$ cat src/rtl/bk_operand_recover.sv
// ---------------------------------------------------------------------------
// bk_operand_recover
//
// Inverse companion to the Brent-Kung adder. It takes a WIDTH+1 bit sum and
// the known operand `a`, then recovers the other operand as b = sum - a.
// The subtraction is digit-serial: DIGIT bits per RUN cycle, so each result
// takes N = WIDTH/DIGIT cycles. It also rebuilds the adder's interleaved
// operand bus from `a` and `b`. It flags sums that no WIDTH-bit `b` could
// have produced.
//
// Ports:
//   clk, rst     clock and synchronous active-high reset
//   in_valid     input word valid
//   in_ready     block can accept a word (IDLE only)
//   in_sum       adder sum word (WIDTH+1 bits)
//   in_a         known operand
//   out_valid    result valid (DONE)
//   out_ready    downstream accepts the result
//   out_b        recovered operand, (sum - a) mod 2^WIDTH
//   out_inputs   interleaved bus: bit 2i = a[i], bit 2i+1 = b[i]
//   out_err      sum - a fell outside [0, 2^WIDTH-1]
//   busy         state != IDLE
// ---------------------------------------------------------------------------
module bk_operand_recover #(
  parameter int WIDTH = 12,
  parameter int DIGIT = 2
) (
  input  logic                 clk,
  input  logic                 rst,
  input  logic                 in_valid,
  output logic                 in_ready,
  input  logic [WIDTH:0]       in_sum,
  input  logic [WIDTH-1:0]     in_a,
  output logic                 out_valid,
  input  logic                 out_ready,
  output logic [WIDTH-1:0]     out_b,
  output logic [2*WIDTH-1:0]   out_inputs,
  output logic                 out_err,
  output logic                 busy
);

  localparam int N     = WIDTH / DIGIT;
  localparam int CNT_W = (N > 1) ? $clog2(N) : 1;
  localparam logic [CNT_W-1:0] LAST = CNT_W'(N - 1);

  generate
    if (WIDTH % DIGIT != 0) begin : g_bad_digit
      $error("bk_operand_recover: DIGIT must divide WIDTH");
    end
  endgenerate

  typedef enum logic [1:0] {
    IDLE = 2'd0,
    RUN  = 2'd1,
    DONE = 2'd2
  } state_t;

  state_t               state_reg, state_next;
  logic [WIDTH:0]       sum_reg, sum_next;
  logic [WIDTH-1:0]     a_reg, a_next;
  logic [WIDTH-1:0]     b_reg, b_next;
  logic                 borrow_reg, borrow_next;
  logic [CNT_W-1:0]     cnt_reg, cnt_next;
  logic [WIDTH-1:0]     out_b_reg, out_b_next;
  logic [2*WIDTH-1:0]   out_inputs_reg, out_inputs_next;
  logic                 out_err_reg, out_err_next;

  // Digit datapath for the current RUN cycle
  int                   lo;
  logic [DIGIT-1:0]     s_dig, a_dig;
  logic [DIGIT:0]       d;
  logic [WIDTH-1:0]     b_run;      // b_reg with this cycle's digit merged in
  logic [2*WIDTH-1:0]   il_bus;     // interleave of a_reg and b_run

  // Interleaving uses b_run so the final digit lands in the bus on the same
  // edge that enters DONE.
  genvar gi;
  generate
    for (gi = 0; gi < WIDTH; gi++) begin : g_il
      assign il_bus[2*gi]   = a_reg[gi];
      assign il_bus[2*gi+1] = b_run[gi];
    end
  endgenerate

  always_ff @(posedge clk) begin
    if (rst) begin
      state_reg      <= IDLE;
      sum_reg        <= '0;
      a_reg          <= '0;
      b_reg          <= '0;
      borrow_reg     <= 1'b0;
      cnt_reg        <= '0;
      out_b_reg      <= '0;
      out_inputs_reg <= '0;
      out_err_reg    <= 1'b0;
    end else begin
      state_reg      <= state_next;
      sum_reg        <= sum_next;
      a_reg          <= a_next;
      b_reg          <= b_next;
      borrow_reg     <= borrow_next;
      cnt_reg        <= cnt_next;
      out_b_reg      <= out_b_next;
      out_inputs_reg <= out_inputs_next;
      out_err_reg    <= out_err_next;
    end
  end

  always_comb begin
    state_next      = state_reg;
    sum_next        = sum_reg;
    a_next          = a_reg;
    b_next          = b_reg;
    borrow_next     = borrow_reg;
    cnt_next        = cnt_reg;
    out_b_next      = out_b_reg;
    out_inputs_next = out_inputs_reg;
    out_err_next    = out_err_reg;
    in_ready        = 1'b0;
    out_valid       = 1'b0;

    lo    = int'(cnt_reg) * DIGIT;
    s_dig = sum_reg[lo +: DIGIT];
    a_dig = a_reg[lo +: DIGIT];
    // One guard bit: the top bit of d is the borrow out of this digit.
    d     = {1'b0, s_dig} - {1'b0, a_dig} - {{DIGIT{1'b0}}, borrow_reg};
    b_run = b_reg;
    b_run[lo +: DIGIT] = d[DIGIT-1:0];

    case (state_reg)
      IDLE: begin
        in_ready = 1'b1;
        if (in_valid) begin
          sum_next    = in_sum;
          a_next      = in_a;
          borrow_next = 1'b0;
          cnt_next    = '0;
          state_next  = RUN;
        end
      end
      RUN: begin
        b_next      = b_run;
        borrow_next = d[DIGIT];
        cnt_next    = cnt_reg + CNT_W'(1);
        if (cnt_reg == LAST) begin
          cnt_next        = '0;
          out_b_next      = b_run;
          out_inputs_next = il_bus;
          // Final borrow vs. sum MSB: borrow without carry-in means negative,
          // carry-in without borrow means b would need WIDTH+1 bits.
          out_err_next    = sum_reg[WIDTH] ^ d[DIGIT];
          state_next      = DONE;
        end
      end
      DONE: begin
        out_valid = 1'b1;
        if (out_ready) begin
          state_next = IDLE;
        end
      end
      default: begin
        state_next = IDLE;
      end
    endcase
  end

  assign busy       = (state_reg != IDLE);
  assign out_b      = out_b_reg;
  assign out_inputs = out_inputs_reg;
  assign out_err    = out_err_reg;

endmodule

$ cat config.mk
export PLATFORM = sky130hd
export DESIGN_NAME = bk_operand_recover
export DESIGN_NICKNAME = d
export VERILOG_FILES = /design/src/rtl/bk_operand_recover.sv
export SDC_FILE = /design/constraint.sdc
export NUM_CORES = 1
export LEC_CHECK = 0
export BUFFER_PORTS_ARGS = -buffer_cell sky130_fd_sc_hd__buf_2
export CAP_MARGIN = 5
export CORE_ASPECT_RATIO = 0.9
export CORE_MARGIN = 10
export CORE_UTILIZATION = 35
export DETAILED_ROUTE_END_ITERATION = 8
export GPL_ROUTABILITY_DRIVEN = 0
export PLACE_DENSITY = 0.59
export SLEW_MARGIN = 20
export SYNTH_ARGS = -nofsm -noshare
export SYNTH_HDL_FRONTEND = slang
export SYNTH_SLANG_ARGS = --single-unit
$ cat constraint.sdc
create_clock -name clk -period 6 [get_ports clk]
set_input_delay 0.6 -clock clk [delete_from_list [all_inputs] [get_ports clk]]
set_output_delay 0.6 -clock clk [all_outputs]
set_load 0.03 [all_outputs]
==> metrics.yaml <==
run_status: "finished, final reports clean"
seq_area_um2: 1361
p_total_mw: 0.8976
switchingPower_mw: 0.2468
clk_pin_slew_ns: 0.07
p_seq_frac: 0.530
hold_viol: 0
finClkSkew_ns: 0.007377
crit_required_ns: 6.26
fp-row-count: 32
async_reset_ff_frac: 0
cts_tree: "done"
dr.pass1.iters: 4
grt_first_pass_wirelength_mm: 13.01
ant_nets: 0
area_delta_synth_final_pct: 15.28
nFillCells: 921
slew_headroom: 0.2855
rsz0062_at_grt: "false"
p_sw_frac: 0.2750
die-area_um2: 13290
clock_path_buffers: 2
overflow: 0
finalSetupViolations: 0
syn-num-nets: 413
io_buffers: 68
grt_start_max_net_pins: 75
die_x_um: 120.4
path_max_fanout: 26
antennaDiodeCount: 0
drt_iter0_drc: 167
via_per_inst: 5.013
clockPowerShare: 0.352
syn_area_um2: 3177
nets: 458
synth.area.top_cells: "dfxtp_1, nand2_1, a21oi_1"
grt_usage: 0.1199
clkSinkCount: 68
hpwl_mm: 5.603
drv_cap: 0
synth_compound_area_frac: 0.1445
multi_input_area_um2: 1602
startpoint_type: "flip-flop"
critPathKind: "reg2reg"
drive_above_1_share: 0.2329
cts_setup_buffers: 0
ir_drop_mv: 0.1036
synthSimpleGateAreaFrac: 0.2576
cts_resized: 0
ys_seq_elements: 68
clockRootBuffer: "clkbuf_8"
antenna_found_initial: 0
die_h_um: 110.4
clk_latency_ns: 0.35
synth_top_area_cell: "dfxtp_1"
ys_warn_count: 0
fin_crit_ns: 3.358
pin_count: 69
end_kind: "flip-flop"
synth_common_cells: "nand2_1, dfxtp_1, a21oi_1"
p_int_mw: 0.6508
p_per_area_nw_per_um2: 245.1
worstMarginPinSlew_ns: 1.070
hold_path_class: "reg2reg"
numCtsBuffers: 9
fin_setup_tns_ns: 0
htreeDepth: 3
drt_drc_violations_left: 0
ys_seq_area_frac: 0.4285
ys.flop_type: "dfxtp_1"
wirelength_mm: 8.068
slew_violations: 0
synth_edf_count: 0
syn_avg_cell_area_um2: 8.449
wl_per_cell_um: 14.83
ctsHoldBuffers: 0
largest_reg_flops: 13
initial_core_util: 0.3640
p_leak_nw: 1.434
core_um2: 8728
via_count: 2727
combPwrFrac: 0.118
finalCritPeriodShare: 0.5596
synthCells: 376
ys_types: 47
synth_xor_area_frac: 0.002757
synth.area.mux_share: 0.06302
cp.arrival_ns: 3.62
grt_pass1_vias: 2623
clock.fmax_ghz: 0.2978
synth_top_family_by_area: "simple AND/OR/NAND/NOR gates"
synth_top_area_share: 0.4285
synth_fa_ha_area_frac: 0.03623
synth_most_common_cell: "nand2_1"
## cell usage in the layout, fill, tap and decap left out, types with 5 or more instances in the layout
| cell type | instances |
|---|---|
| nand2_1 | 85 |
| dfxtp_1 | 68 |
| buf_2 | 68 |
| a21oi_1 | 47 |
| nor2_1 | 13 |
| nand3_1 | 13 |
| nand2b_1 | 11 |
| o21ai_0 | 10 |
| clkbuf_8 | 9 |
| mux2i_1 | 8 |
| nand4_1 | 7 |
| inv_1 | 6 |
| ha_1 | 6 |
| or3_1 | 5 |
| a311oi_1 | 5 |
## metrics by stage
stage                     instance area (µm²)  utilization  setup WS, ns  instances  hold WS (ns)
final                                    3662       0.4196         2.642        544        0.4515
after detailed placement                 3505       0.4015         2.656        529        0.4442
after floorplan                          3177            -         2.857        376        0.4331
after global placement                   3505       0.4015         2.721        529        0.4440
after global routing                     3662       0.4196         2.407        544        0.4645
after CTS                                3662       0.4196         2.640        544        0.4544
## cell families after synthesis
group                      after synthesis
AOI/OAI and AO/OA                       77
xor gates and xnor gates                 1
adders and majority gates                8
buffers and inverters                   44
DFF                                     68
muxes                                   14
and+or+nand+nor                        164
## layout make-up
cell class	instances	share of cell area
clock buffer	10	0.03485
sequential	68	0.3717
inverter	6	0.006150
timing repair buffer	72	0.1011
tap	119	0.04066
clock inverter	5	0.008200
multi-input combinational	264	0.4373
## worst paths after layout
| path | startpoint | end | slack [ns] | depth (start not counted) |
|---|---|---|---|---|
| worst min-delay path | out_inputs[4] | out_inputs[4] | 0.45 | 2 |
| worst max-delay path | cnt_reg[0] | out_b[11] | 2.64 | 9 |
| worst min register to register | out_inputs[4] | out_inputs[4] | 0.45 | 2 |
| worst max register to register | cnt_reg[0] | out_b[11] | 2.64 | 9 |
## critical path, stage by stage (launching register included)
cell      delay, ns
dfxtp_1        0.31
buf_4          0.29
mux4_2         0.54
nand2_1        0.07
o21ai_0        0.12
fa_1           0.43
fa_1           0.52
nor4bb_1       0.57
nand3_1        0.15
a311oi_1       0.28
## power by group through the flow
stage          logic (mW)  registers, mW  clock network (mW)
6_report            0.106          0.475               0.316
5_1_grt             0.118          0.477               0.348
4_1_cts             0.106          0.475               0.326
3_5_place_dp        0.106          0.486                   0
3_3_place_gp        0.103          0.486                   0
2_1_floorplan      0.0761          0.482                   0
## layer usage
layer / GRT usage / routed length [µm] / vias up
met2: 0.1674 / 3334 / 70
met3: 0.04830 / 514 / 10
li1: - / - / 1388
met1: 0.1620 / 4099 / 1259
met5: 0 / 0 / -
met4: 0.04389 / 119 / 0
(Power assumes the default switching activity.)
